--- config.mk ---
export PLATFORM = sky130hd
export DESIGN_NAME = updn_mod_counter
export DESIGN_NICKNAME = d
export VERILOG_FILES = /design/src/rtl/updn_pkg.sv /design/src/rtl/updn_limit_det.sv /design/src/rtl/updn_mod_counter.sv
export SDC_FILE = /design/constraint.sdc
export NUM_CORES = 1
export LEC_CHECK = 0
export CAP_MARGIN = 20
export CELL_PAD_IN_SITES_DETAIL_PLACEMENT = 1
export CELL_PAD_IN_SITES_GLOBAL_PLACEMENT = 2
export CORE_MARGIN = 4
export CORE_UTILIZATION = 35
export CTS_CLUSTER_SIZE = 10
export DETAILED_ROUTE_END_ITERATION = 12
export DONT_BUFFER_PORTS = 1
export PLACE_DENSITY_LB_ADDON = 0.1
export SLEW_MARGIN = 25
export SYNTH_ARGS = -nofsm -noshare
export SYNTH_HDL_FRONTEND = slang
export SYNTH_HIERARCHICAL = 1
export SYNTH_SLANG_ARGS = --single-unit
--- constraint.sdc ---
create_clock -name Clock -period 2.8 [get_ports Clock]
set_input_delay 0.28 -clock Clock [delete_from_list [all_inputs] [get_ports Clock]]
set_output_delay 0.28 -clock Clock [all_outputs]
set_load 0.05 [all_outputs]
--- src/rtl/updn_pkg.sv ---
// Shared types and defaults for the up/down modulo counter.
package updn_pkg;

    // Default counter width when the instantiating code does not override it.
    localparam int unsigned UPDN_DEF_WIDTH = 4;

    // Operation selected for the coming edge, decoded from the controls each cycle.
    typedef enum logic [1:0] {
        UPDN_IDLE = 2'd0,
        UPDN_UP   = 2'd1,
        UPDN_DN   = 2'd2,
        UPDN_LOAD = 2'd3
    } updn_op_e;

endpackage : updn_pkg

--- src/rtl/updn_limit_det.sv ---
// Limit detection for the up/down counter: flags when the count sits at MAX or at 0.
module updn_limit_det #(
    parameter int unsigned WIDTH = 4,
    parameter int unsigned MAX   = (1 << WIDTH) - 1
) (
    input  logic [WIDTH-1:0] cnt_i,
    output logic             at_max_o,
    output logic             at_zero_o
);

    localparam logic [WIDTH-1:0] MAX_V = WIDTH'(MAX);

    // Pure equality compares; the top uses these before any increment/decrement.
    assign at_max_o  = (cnt_i == MAX_V);
    assign at_zero_o = (cnt_i == '0);

endmodule : updn_limit_det

--- src/rtl/updn_mod_counter.sv ---
// WIDTH-bit modulo-(MAX+1) up/down counter with enable, synchronous load,
// terminal-count flag and registered wrap pulse.
// Optional feature macro UPDN_CNT_SAT_EN: adds input Sat; when Sat=1 the count
// holds at the limit instead of wrapping and Wrap pulses as a saturation hit.
// Handshake: none -- every control is sampled on every rising Clock edge; CNT and
// Wrap update on that same edge, TC is a combinational view of CNT and Up.
module updn_mod_counter
    import updn_pkg::*;
#(
    parameter int unsigned WIDTH   = UPDN_DEF_WIDTH,
    parameter int unsigned MAX     = (1 << WIDTH) - 1,
    parameter int unsigned RST_VAL = 0
) (
    input  logic             Clock,
    input  logic             Reset,
    input  logic             En,
    input  logic             Up,
    input  logic             Load,
    input  logic [WIDTH-1:0] LoadVal,
`ifdef UPDN_CNT_SAT_EN
    input  logic             Sat,
`endif
    output logic [WIDTH-1:0] CNT,
    output logic             TC,
    output logic             Wrap,
    output updn_op_e         Op
);

    localparam logic [WIDTH-1:0] MAX_V = WIDTH'(MAX);
    localparam logic [WIDTH-1:0] RST_V = WIDTH'(RST_VAL);
    localparam logic [WIDTH-1:0] ONE_V = {{(WIDTH-1){1'b0}}, 1'b1};

    logic [WIDTH-1:0] cnt_q, cnt_d;
    logic             wrap_q, wrap_d;
    logic             at_max, at_zero;
    logic             sat_w;
    updn_op_e         op_w;

`ifdef UPDN_CNT_SAT_EN
    assign sat_w = Sat;
`else
    assign sat_w = 1'b0;
`endif

    updn_limit_det #(
        .WIDTH (WIDTH),
        .MAX   (MAX)
    ) u_limit_det (
        .cnt_i     (cnt_q),
        .at_max_o  (at_max),
        .at_zero_o (at_zero)
    );

    // Decode the controls into one operation; Load outranks En, En outranks hold.
    always_comb begin
        op_w = UPDN_IDLE;
        if (Load) begin
            op_w = UPDN_LOAD;
        end else if (En) begin
            op_w = Up ? UPDN_UP : UPDN_DN;
        end
    end

    // Next count and wrap flag; limits are checked before stepping so MAX = 2**WIDTH-1 is safe.
    always_comb begin
        cnt_d  = cnt_q;
        wrap_d = 1'b0;
        unique case (op_w)
            UPDN_LOAD: begin
                cnt_d = (LoadVal > MAX_V) ? MAX_V : LoadVal;
            end
            UPDN_UP: begin
                if (at_max) begin
                    wrap_d = 1'b1;
                    cnt_d  = sat_w ? cnt_q : '0;
                end else begin
                    cnt_d = cnt_q + ONE_V;
                end
            end
            UPDN_DN: begin
                if (at_zero) begin
                    wrap_d = 1'b1;
                    cnt_d  = sat_w ? cnt_q : MAX_V;
                end else begin
                    cnt_d = cnt_q - ONE_V;
                end
            end
            default: begin
                cnt_d = cnt_q;
            end
        endcase
    end

    // Count and wrap registers; reset forces RST_VAL and clears Wrap without a clock.
    always_ff @(posedge Clock or negedge Reset) begin
        if (!Reset) begin
            cnt_q  <= RST_V;
            wrap_q <= 1'b0;
        end else begin
            cnt_q  <= cnt_d;
            wrap_q <= wrap_d;
        end
    end

    assign CNT  = cnt_q;
    assign Wrap = wrap_q;
    assign TC   = Up ? at_max : at_zero;
    assign Op   = op_w;

endmodule : updn_mod_counter

After elaboration in Yosys (flattened, before gate mapping) --
Index checks and enable logic that the tools add are counted.
Operators by class: $add $sub $neg 2, multiply operators 0, div/mod/pow operators 0, order comparisons 1, equality and inequality tests 4, shift-type cells 0, muxes and demuxes 11, bitwise operators 0, reductions and logical operators 2
Operators by type and width (count):
- 4-bit 2-to-1 mux | 3
- 4-bit one-hot mux with 3 select lines | 1
- 2-bit 2-to-1 mux | 3
- 4-bit by 1-bit adder with 4-bit output, second input constant | 1
- 2-bit equality test, second input constant | 2
- 4-bit equality test, second input constant | 1
- 4-bit greater-than comparator, second input constant | 1
- 4-bit logical NOT | 1
- 4-bit by 1-bit subtractor with 4-bit output, second input constant | 1
- 1-bit 2-to-1 mux | 3
- 3-bit nonzero test | 1
- 2-bit by 1-bit equality test with 1-bit output, second input constant | 1
- 1-bit one-hot mux with 2 select lines | 1
Storage, ports and cells: bits in registers 5, latch bits 0, RAM bits 0, bits in read-only memories 0, input bits 9, output and inout port bits 8, logic and storage cells 22, memories kept 0

Longest topological paths before layout --
depth in word-level cells 5, mapped depth 7, depth with buffers taken out 7

Cells and area by module --
The synthesis kept the hierarchy.
Modules (own cells, without submodules):
- updn_mod_counter | instances 1, cells an instance 55, area each 474.2 µm², seq. area each 125.1 µm²
- updn_limit_det | instances 1, cells an instance 2, area each 22.5 µm², seq. area each 0.0 µm²

Worst setup path after synthesis --
OpenSTA, ideal clock, no wires.
kind reg-to-output, from register cnt_q[0], in the netlist CNT[0], to output TC, data arrival time 1.533 ns, required time 2.520 ns, path slack 0.987 ns, cell stages (with the launch flop) 3, buffers on the path 0, path through dfrtp_1 -> nor4_2 -> mux2_2
Between the ends: word-level cells in the longest chain between the ends 2, elaborated cells between the ends (all ways) 3, classes of those cells 1 x eq/ne; 1 x mux; 1 x reduce/logical
Ends and longest elaborated chain:
- from (decl) | RTL line updn_mod_counter.sv:33 | logic [WIDTH-1:0] cnt_q, cnt_d;
- from (signal assigned) | RTL line updn_mod_counter.sv:100 | cnt_q <= cnt_d;
- 4-bit logical NOT | RTL line updn_limit_det.sv:15 | assign at_zero_o = (cnt_i == '0);
- named net at_zero | RTL line updn_mod_counter.sv:35 | logic at_max, at_zero;
- 1-bit 2-to-1 mux | RTL line updn_mod_counter.sv:107 | assign TC = Up ? at_max : at_zero;
- to (decl) | RTL line updn_mod_counter.sv:24 | output logic TC,
The timed path passes the listed nets, and every way through them passes these cells.

Final worst setup path --
Ends and elaborated chain as after synthesis.

==> reports/results.tsv <==
metric	value	unit
status	completed	
drt_iter0_drc	14	
ys_ff_latch	5	
core	1318	sq um
cap_violations	0	
hold_class	input port to flip-flop	
grt_pass1_wl	2297	microns
synth_adder_area_share	12.59	%
cp.arrival	1.98	ns
clkTransAtPathRegs	0.05	ns
grt_pass1_vias	514	
rsz0062_at_grt	no	
clk_path_buf_depth	2	
grt-ovfl-total	0	
p_sw_share	50.47	%
power.switching	0.1948	mW
syn_area	496.7	sq um
synth_xor_area_share	0	%
die_w	45.67	microns
first_pass_iters	4	
worstMarginPinSlew	0.7116	ns
yosysSeqAreaShare	25.19	%
antenna_left	0	
setup_ws	0.5384	ns
p_per_area	712.4	nW/um^2
yosysWarnings	6	
cellLeakagePower	0.2334	nW
cts_tree	built	
maxSlewViolCount	0	
cp-end-kind	output pin	
p_seq_share	44.6	%
nets	75	
fillerInstances	157	
post_drt_via_cell_ratio	6.213	
clkPwrFrac	22.9	%
path_class	flip-flop to output pin	
cts_htree_levels	1	
hold_violations	0	
postSynthCellCount	57	
synth_compound_area_share	20.65	%
gp_congestion	0.7274	
synth_top_area_share	25.19	%
cts_num_sinks	5	
finalWirelength	1438	microns
insertion_delay	0.25	ns
io_pins	17	
syn_nets	71	
clock.fmax	442.2	MHz
grt_use_total	15.44	%
synthDistinctLibCells	27	
final_cell_mix	inv_1 (6), dfrtp_1 (5), nand2b_1 (5), ha_1 (5), a21oi_1 (4)	
ir_drop	0.2583	mV
dp_worst_setup_slack	0.8170	ns
fin_crit_sh	80.77	%
syn2layout_area_growth	9.068	%
die_area	2086	sq um
worstPathRequired	2.52	ns
vias	466	
drive_above_1_share	13.33	%
rows	13	
yosys.area.top_type	dfrtp_1	
antenna_cells	0	
drc	0	
synthMuxAreaShare	2.267	%
dp_hpwl	1069	microns
grt_max_degree	11	
fin_skew	0.004458	ns
io_buffers	0	
cp-start-kind	flip-flop	
combinationalPowerShare	32.5	%
initial_utilization	37.70	%
routedWlPerCell	19.17	microns
path_max_fanout	10	
numCtsBuffers	3	
tns	0	ns
cts-root-buf	clkbuf_4	
synthTopCellsByArea	dfrtp_1 (25%), ha_1 (13%), nand2b_1 (6.3%), inv_1 (4.5%), o31ai_1 (4.5%)	
syn_avg_cell_area	8.714	sq um
p_int	0.1912	mW
synth-simple-area-share	32.75	%
layout_min_cycle_time	2.262	ns
ctsResizeCount	0	
die_h	45.67	microns
post_cts_buffers	0	
antenna_found_initial	0	
synth_top_family_by_area	simple AND/OR/NAND/NOR gates	
final_common_cell	inv_1	
maxSlewHeadroom	52.56	%
setup_viol	0	
[cell type report]
cell class,instances,area [sq um],area share [%]
Multi-Input combinational cell,44,339.1,62.59
Tap cell,15,18.77,3.464
Inverter,6,22.52,4.157
Clock buffer,4,26.28,4.850
Timing Repair Buffer,1,10.01,1.848
Sequential cell,5,125.1,23.09
[Yosys cell counts]
cell type,number
a21oi_1,4
a221oi_1,2
a22oi_1,1
and2_1,1
and3_2,1
and3b_1,1
and4_2,1
buf_2,2
dfrtp_1,5
ha_1,5
inv_1,6
mux2_2,1
nand2_1,2
nand2b_1,5
nand3b_1,1
nand4_1,1
nand4b_1,2
nor2_1,3
nor2b_1,1
nor2b_2,1
nor3b_1,2
nor4_1,1
nor4_2,1
o311ai_1,2
o31a_1,1
o31ai_1,3
o32ai_1,1
[kinds of logic (layout without fill, tap and decap cells)]
family | Yosys count | count (layout)
AOI/OAI and AO/OA | 14 | 14
DFF | 5 | 5
buffers and inverters | 8 | 11
muxes | 1 | 1
adders and majority gates | 5 | 5
and+or+nand+nor | 24 | 24
[power by group through the flow]
| stage | logic, mW | clock network, mW | registers [mW] |
|---|---|---|---|
| 2_1_floorplan | 0.0990 | 0 | 0.164 |
| 3_3_place_gp | 0.113 | 0 | 0.173 |
| 3_5_place_dp | 0.120 | 0 | 0.174 |
| 4_1_cts | 0.123 | 0.0899 | 0.173 |
| 5_1_grt | 0.137 | 0.0938 | 0.179 |
| 6_report | 0.125 | 0.0884 | 0.172 |
[metrics by stage]
step                utilization [%]  hold slack (ns)  power [mW]  instance area [sq um]  std cells
floorplan                         -         -0.01559      0.2626                  496.7         57
global placement              38.37         -0.01547      0.2866                  505.5         70
detailed placement            38.37         -0.01543      0.2934                  505.5         70
CTS                           41.12           0.2112      0.3852                  541.8         75
global route                  41.12           0.2222      0.4092                  541.8         75
finish                        41.12           0.2112      0.3860                  541.8         75
[metal layers]
layer	GRT usage, %	vias to the layer above	routed length [microns]
li1	-	219	-
met1	18.38	231	613
met2	27.02	14	746
met3	1.976	2	63
met4	7.018	0	15
met5	0	-	0
[worst paths after layout]
kind | startpoint | endpoint | slack (ns) | cells past startpoint
worst max register to register | CNT[0]$_DFFE_PN0P_ | CNT[2]$_DFFE_PN0P_ | 0.79 | 4
max in group asynchronous | Reset | CNT[1]$_DFFE_PN0P_ | 2.26 | 1
worst min register to register | CNT[1]$_DFFE_PN0P_ | CNT[1]$_DFFE_PN0P_ | 0.91 | 2
worst min-delay path | LoadVal[1] | CNT[1]$_DFFE_PN0P_ | 0.21 | 2
min in group asynchronous | Reset | CNT[2]$_DFFE_PN0P_ | 0.33 | 1
worst max-delay path | CNT[0]$_DFFE_PN0P_ | TC | 0.54 | 2
[worst max-delay path, stage by stage (launching register included)]
cell	delay, ns
dfrtp_1	0.65
nor4_2	0.64
mux2_2	0.44
[flip-flops by register name (all words and copies together), names as in the netlist]
name / flops
Wrap: 1
CNT: 4
[what timing repair did]
item / in CTS / in global routing
endpoints found under the setup margin: 0 / 0
hold buffers: 1 / 0
endpoints found under the hold margin: 5 / 0
Power figures use the tool's default switching activity.
